[src/rtl/universal_shift_register_if.sv]
// Bus bundle for the universal shift register.
// The master drives the controls; the slave returns register state.
interface universal_shift_register_if #(
  parameter int WIDTH = 4,
  parameter int CW    = 3
);
  logic             L;
  logic [WIDTH-1:0] D;
  logic             S;
  logic [2:0]       M;
  logic [CW-1:0]    N;
  logic             SL;
  logic             SR;
  logic [WIDTH-1:0] Q;
  logic [WIDTH-1:0] nQ;
  logic             SOL;
  logic             SOR;
  logic             B;
  logic             DN;

  modport master (
    output L, D, S, M, N, SL, SR,
    input  Q, nQ, SOL, SOR, B, DN
  );

  modport slave (
    input  L, D, S, M, N, SL, SR,
    output Q, nQ, SOL, SOR, B, DN
  );
endinterface

[src/rtl/universal_shift_register.sv]
// Universal shift register with parallel load and counted
// shift/rotate operations, busy flag and one-cycle done pulse.
module universal_shift_register #(
  parameter int WIDTH = 4,
  parameter int CW    = 3
) (
  input  logic                           C,
  input  logic                           nR,
  universal_shift_register_if.slave      bus
);

  localparam logic [0:0] IDLE = 1'b0;
  localparam logic [0:0] RUN  = 1'b1;

  localparam logic [2:0] M_SHL = 3'b001;
  localparam logic [2:0] M_SHR = 3'b010;
  localparam logic [2:0] M_ROL = 3'b011;
  localparam logic [2:0] M_ROR = 3'b100;
  localparam logic [2:0] M_ASR = 3'b101;

  logic [0:0]       state_q, state_d;
  logic [CW-1:0]    cnt_q, cnt_d;
  logic [2:0]       mode_q, mode_d;
  logic [WIDTH-1:0] q_q, q_d;
  logic             dn_q, dn_d;
  logic [WIDTH-1:0] step;

  // One step of the latched mode; SL/SR are taken live.
  always_comb begin
    step = q_q;
    unique case (mode_q)
      M_SHL:   step = {q_q[WIDTH-2:0], bus.SL};
      M_SHR:   step = {bus.SR, q_q[WIDTH-1:1]};
      M_ROL:   step = {q_q[WIDTH-2:0], q_q[WIDTH-1]};
      M_ROR:   step = {q_q[0], q_q[WIDTH-1:1]};
      M_ASR:   step = {q_q[WIDTH-1], q_q[WIDTH-1:1]};
      default: step = q_q;
    endcase
  end

  always_comb begin
    state_d = state_q;
    cnt_d   = cnt_q;
    mode_d  = mode_q;
    q_d     = q_q;
    dn_d    = 1'b0;
    unique case (1'b1)
      (state_q == RUN): begin
        q_d   = step;
        cnt_d = cnt_q - 1'b1;
        if (cnt_q == {{(CW-1){1'b0}}, 1'b1}) begin
          state_d = IDLE;
          dn_d    = 1'b1;
        end
      end
      default: begin
        if (bus.L) begin
          q_d = bus.D;
        end else if (bus.S) begin
          if (bus.N == '0) begin
            dn_d = 1'b1;
          end else begin
            state_d = RUN;
            cnt_d   = bus.N;
            mode_d  = bus.M;
          end
        end
      end
    endcase
  end

  always_ff @(posedge C or negedge nR) begin
    if (!nR) begin
      state_q <= IDLE;
      cnt_q   <= '0;
      mode_q  <= '0;
      q_q     <= '0;
      dn_q    <= 1'b0;
    end else begin
      state_q <= state_d;
      cnt_q   <= cnt_d;
      mode_q  <= mode_d;
      q_q     <= q_d;
      dn_q    <= dn_d;
    end
  end

  assign bus.Q   = q_q;
  assign bus.nQ  = ~q_q;
  assign bus.SOL = q_q[WIDTH-1];
  assign bus.SOR = q_q[0];
  assign bus.B   = (state_q == RUN);
  assign bus.DN  = dn_q;

endmodule

[src/flat_wrapper.sv]
// flat-port wrapper written by rule: the top's interface ports become plain ports
module universal_shift_register_flat 
#(
  parameter int WIDTH = 4,
  parameter int CW    = 3
)
  (C, nR, bus_L, bus_D, bus_S, bus_M, bus_N, bus_SL, bus_SR, bus_Q, bus_nQ, bus_SOL, bus_SOR, bus_B, bus_DN);
  universal_shift_register_if #(.WIDTH(WIDTH), .CW(CW)) bus_i ();
  input  logic C;
  input  logic nR;
  input wire logic [$bits(bus_i.L)-1:0] bus_L;
  input wire logic [$bits(bus_i.D)-1:0] bus_D;
  input wire logic [$bits(bus_i.S)-1:0] bus_S;
  input wire logic [$bits(bus_i.M)-1:0] bus_M;
  input wire logic [$bits(bus_i.N)-1:0] bus_N;
  input wire logic [$bits(bus_i.SL)-1:0] bus_SL;
  input wire logic [$bits(bus_i.SR)-1:0] bus_SR;
  output wire logic [$bits(bus_i.Q)-1:0] bus_Q;
  output wire logic [$bits(bus_i.nQ)-1:0] bus_nQ;
  output wire logic [$bits(bus_i.SOL)-1:0] bus_SOL;
  output wire logic [$bits(bus_i.SOR)-1:0] bus_SOR;
  output wire logic [$bits(bus_i.B)-1:0] bus_B;
  output wire logic [$bits(bus_i.DN)-1:0] bus_DN;
  assign bus_i.L = bus_L;
  assign bus_i.D = bus_D;
  assign bus_i.S = bus_S;
  assign bus_i.M = bus_M;
  assign bus_i.N = bus_N;
  assign bus_i.SL = bus_SL;
  assign bus_i.SR = bus_SR;
  assign bus_Q = bus_i.Q;
  assign bus_nQ = bus_i.nQ;
  assign bus_SOL = bus_i.SOL;
  assign bus_SOR = bus_i.SOR;
  assign bus_B = bus_i.B;
  assign bus_DN = bus_i.DN;
  universal_shift_register #(.WIDTH(WIDTH), .CW(CW)) u_core (.C(C), .nR(nR), .bus(bus_i));
endmodule
[config.mk]
export PLATFORM = sky130hd
export DESIGN_NAME = universal_shift_register_flat
export DESIGN_NICKNAME = d
export VERILOG_FILES = /design/src/rtl/universal_shift_register_if.sv /design/src/rtl/universal_shift_register.sv /design/src/flat_wrapper.sv
export SDC_FILE = /design/constraint.sdc
export NUM_CORES = 1
export LEC_CHECK = 0
export CAP_MARGIN = 20
export CORE_MARGIN = 10
export CORE_UTILIZATION = 39
export DETAILED_ROUTE_END_ITERATION = 7
export PLACE_DENSITY = 0.83
export SETUP_SLACK_MARGIN = 0.3
export SLEW_MARGIN = 20
export SYNTH_ARGS = -nofsm -noshare
export SYNTH_HDL_FRONTEND = slang
export SYNTH_SLANG_ARGS = --single-unit
export TNS_END_PERCENT = 50
[constraint.sdc]
create_clock -name C -period 1.4 [get_ports C]
set_clock_uncertainty 0.05 [all_clocks]
set_input_delay 0.28 -clock C [delete_from_list [all_inputs] [get_ports C]]
set_output_delay 0.28 -clock C [all_outputs]
set_load 0.1 [all_outputs]
# == Word level (Yosys, flattened, before mapping) ==
# Cells that the tools add are included.
# totals
out_inout_bits,12
input_bits,16
wordCells,46
reg_bits,12
# op_classes
n_reduce_logical,7
eq_ne,11
bitwise,4
n_addsub,1
muxes,17
# op_table
cell,n
4-bit case mux with 5 select lines,1
3-bit 2-to-1 mux,4
1-bit 2-to-1 mux,10
4-bit 2-to-1 mux,2
3-bit by 1-bit == test with 1-bit output (second input constant),2
3-bit by 2-bit == test with 1-bit output (second input constant),2
3-bit == test (second input constant),2
6-bit != test (second input constant),1
3-bit AND reduction,2
5-bit != test (second input constant),1
2-bit by 1-bit != test with 1-bit output (second input constant),2
4-bit NOT,1
4-bit AND reduction,1
2-bit nonzero test,2
3-bit zero test,1
1-bit NOT,3
3-bit by 1-bit subtractor with 3-bit output (second input constant),1
2-bit != test (second input constant),1
2-bit AND reduction,1

# == Logic depth before layout (Yosys ltp) ==
# Gate-level depths: netlist of run 1.
# logic_depth
depth_word,5
ltp_mapped,5
mapped_depth_nobuf,5

# == Worst setup path before layout of run 1 ==
# Ideal clock, no wire load.
# synth_timing
kind,register -> register
from,register u_core.q_q[2] (netlist: u_core.bus.Q[2])
to,register u_core.q_q[3] (netlist: u_core.bus.Q[3])
required_time_ns,1.284
synth_period_minus_slack_ns,2.382
arrival_time_ns,2.266
n_path_buf,0
path_stages_with_launch,5
setup_time_ns,0.066
setup_slack_ns,-0.982
path_cell_list,dfrtp_1 > inv_1 > o31a_1 > o21ai_0 > a22o_1
# synth_between
elab_chain_len,2
# synth_lines
element,line_no,text
"start, declared",universal_shift_register.sv:24,"logic [WIDTH-1:0] q_q, q_d;"
"start signal, assigned",universal_shift_register.sv:83,q_q <= q_d;
4-bit case mux with 5 select lines,universal_shift_register.sv:31,unique case (mode_q)
4-bit 2-to-1 mux,universal_shift_register.sv:47,unique case (1'b1)
# No other way between the ends.
# A chain may end at the register's enable or synchronous reset.

# == Worst setup path in the final report of run 1 ==
# layout_timing
from,register u_core.mode_q[1]
to,register u_core.q_q[2] (netlist: u_core.bus.Q[2])
# layout_between
elab_chain_len,3
elab_cells_between_ends,9
classes_between,eq/ne (6); mux (2); reduce/logical (1)
# layout_lines
element,line_no,text
"start, declared",universal_shift_register.sv:23,"logic [2:0] mode_q, mode_d;"
"start signal, assigned",universal_shift_register.sv:82,mode_q <= mode_d;
3-bit == test (tied with other cells),universal_shift_register.sv:31,
4-bit case mux with 5 select lines / 6-bit != test (equally long branches),n/a,
4-bit 2-to-1 mux / 2-bit AND reduction (equally long branches),n/a,
# Parallel ways exist; a longest one is shown, timed or not.

==> results of run 1 <==
cells by family (layout without fill, tap and decap cells):
group                    after synthesis  after routing
XOR/XNOR                               1              1
buffers and inverters                 12             61
AO/OA/AOI/OAI                         19             19
flip-flops                            12             12
multiplexers                          10             10
adder cells (fa/ha/maj)                2              2
AND/OR/NAND/NOR                       25             25
layout make-up:
class                      count  area [um2]
multi-input combinational     57         488
clock buffer                   4        36.3
sequential                    12         317
fill                         134         428
tap                           27        33.8
inverter                       7        53.8
timing repair buffer          50         586
cells in the final DEF, fill, tap and decap left out, types with 3 or more instances in the layout:
| cell | count |
|---|---|
| sky130_fd_sc_hd__buf_4 | 16 |
| sky130_fd_sc_hd__buf_12 | 12 |
| sky130_fd_sc_hd__clkdlybuf4s50_1 | 10 |
| sky130_fd_sc_hd__buf_6 | 7 |
| sky130_fd_sc_hd__dfrtp_1 | 7 |
| sky130_fd_sc_hd__nor2_1 | 6 |
| sky130_fd_sc_hd__clkinvlp_4 | 4 |
| sky130_fd_sc_hd__o21ai_0 | 4 |
| sky130_fd_sc_hd__mux2_2 | 4 |
| sky130_fd_sc_hd__mux2i_1 | 4 |
| sky130_fd_sc_hd__dfrtp_4 | 4 |
| sky130_fd_sc_hd__a22o_1 | 3 |
| sky130_fd_sc_hd__nand2_1 | 3 |
| sky130_fd_sc_hd__o21ai_1 | 3 |
| sky130_fd_sc_hd__clkbuf_4 | 3 |
| sky130_fd_sc_hd__dlygate4sd2_1 | 3 |
metrics by stage:
step	area (um2)	worst slack (ns)	cells	hold WS, ns	util
after floorplan	842	-0.446	81	-0.0656	-
after global placement	1300	-0.302	140	0.447	0.668
after detailed placement	1300	-0.375	140	0.460	0.668
after CTS	1480	-0.0738	156	0.269	0.762
after global routing	1510	-0.150	157	0.262	0.780
final	1510	-0.0903	157	0.253	0.780
metal layers:
| layer | share of wire | wire (um) | track usage | vias up |
|---|---|---|---|---|
| met2 | 0.55 | 1460 | 0.249 | 27 |
| met5 | 0 | 0 | 0 | - |
| met1 | 0.38 | 1010 | 0.135 | 390 |
| li1 | - | - | - | 384 |
| met4 | 0.020 | 54 | 0.0455 | 0 |
| met3 | 0.044 | 117 | 0.0292 | 7 |
worst max path at each step:
stage                           from          endpoint  slack [ns]
finish              u_core.mode_q[1]   u_core.bus.Q[2]       -0.09
global route        u_core.mode_q[2]   u_core.bus.Q[0]       -0.15
CTS                 u_core.mode_q[2]   u_core.bus.Q[2]       -0.07
detailed placement             bus_L   u_core.cnt_q[1]       -0.37
global placement               bus_L  u_core.mode_q[2]       -0.30
floorplan            u_core.bus.Q[2]   u_core.bus.Q[3]       -0.45
flip-flops by register name, summed over array words and instances (netlist names):
register and cells:
u_core.bus.B 1, u_core.bus.DN 1, u_core.bus.Q 4, u_core.cnt_q 3
u_core.mode_q 3
repair_timing:
item | CTS | global route
pin swaps | 11 | 4
setup endpoints to repair | 24 | 24
hold endpoints to repair | 0 | 0
buffers inserted | 12 | 1
gates resized for setup | 22 | 8
==> run metrics, run 1 <==
DRC marker count from the first detailed-route iteration 21; multiplexer share of the synthesized area 0.134; Layout area overhead 93.3%; top cells by area in the synthesized netlist sky130_fd_sc_hd__dfrtp_1, sky130_fd_sc_hd__mux2i_1, sky130_fd_sc_hd__mux2_2; DRC 0; WP buf/inv 1; effective utilization at floorplan 0.403; adder and majority cell fraction of the synthesized area 0.0319; HPWL after detailed placement between 1500 and 2000 um; post-synth design cell area 783 um2; xor/xnor cell area share of the yosys netlist 0.0112; Chip Height 64.8 um; Main synth FF type sky130_fd_sc_hd__dfrtp_1; vias in the first global route between 900 and 1k; type of the tightest min-delay check in2async; highest attainable clock frequency 671 MHz; Post-synth EDFFs 0; crit path max-delay cell type sky130_fd_sc_hd__dfrtp_1; Worst-path clk slew ~0.08 ns; number of library cell types mapped by synthesis 31; reg2reg start u_core.mode_q[1]; crit path time final 1.49 ns; vias after detailed routing between 800 and 900; cell type with the highest aggregate area in the netlist sky130_fd_sc_hd__dfrtp_1; hold_buf cts 0; share of the clock period used by the worst path after layout 1.06; count of final hold-check violations 0; root buffer cell sky130_fd_sc_hd__clkbuf_4; Crit Path Class reg2reg; final worst setup slack -0.0903 ns; later-pin clock latency in the skew report around 0.28 ns; aggregate routed wire length around 2600 um; Critical Path Stages 5; required time worst endpoint between 1.5 and 2 ns; combinational family with the most area after synthesis simple AND/OR/NAND/NOR gates; Post-Synthesis Cells just over 80; type of destination of the critical path register; violated checks setup timing; Routed Antenna Nets 0; final net count ~150; overall die width approximately 65 um; most frequent cells after synthesis sky130_fd_sc_hd__dfrtp_1, sky130_fd_sc_hd__nor2_1, sky130_fd_sc_hd__o21ai_0; largest fanout of any net on the critical path 9; max-slew violation total from the final report 0; actual slew at the worst max-slew pin roughly 0.23 ns; unrepaired setup endpoints after global routing yes; end of the worst register-to-register path u_core.bus.Q[2]; Placer Congestion 0.831; area of the core region ~2000 um2; crit-path leading delay family compound AO/OA/AOI/OAI gates; CTS sink cnt 12; Clock H-tree levels 1; initial antenna violation count 0; Post-Synth Simple-Gate Area 0.181; syn_area_per_cell about 9.7 um2; final setup violation count 12; average wire length per cell after detail routing about 17 um; row count 16; outcome finished, violations left; Crit path arrival time 1.61 ns; total negative slack for setup checks -0.531 ns; largest net degree at the start of global routing 13; top-level port count 28; highest cell delay on the worst timing path approximately 0.35 ns; top-area cell type share of the netlist area 0.383; Antenna Cells 0; most instantiated library cell after synthesis sky130_fd_sc_hd__dfrtp_1; gr ovfl total 0; cells along the critical path buf_4 -> mux2_2 -> a21oi_2 -> o21ai_0 -> a22o_1; Net Count, Synth 99; element type at the critical path start register; share of synthesized area occupied by flip-flops and latches 0.383; internal reg-to-reg setup slack -0.09 ns; buffer levels on the longest clock path 2; total CTS buffers 3; fraction of layout instances using a drive strength above 1 0.546; total number of yosys warnings 0; global-route wire length before repair 4370 um; CTS tree yes; compound-cell area share of the yosys netlist 0.176; count of port buffers added during placement 27; overall die area 4200 um2; number of vias per cell after detailed routing 5.15; aggregate global-route resource usage 0.130; depth of the worst register-to-register path 5; flops & latches, synth 12; drt pass-1 iters 4; max capacitance violation total 0; share of flip-flops with an asynchronous set or reset after synthesis 1.00; worst rel slew slack 0.844
Power of run 1 is not shown: default switching activity piles up to over one toggle a cycle in this logic, so the estimate is an artifact.
==> run 2: changes to the inputs <==
Settings changed: HOLD_SLACK_MARGIN set to 0.1.
==> results of run 2 <==
The final DEF is identical to that of run 1; final timing and power are the same.
Power of run 2 is left out for the same reason.
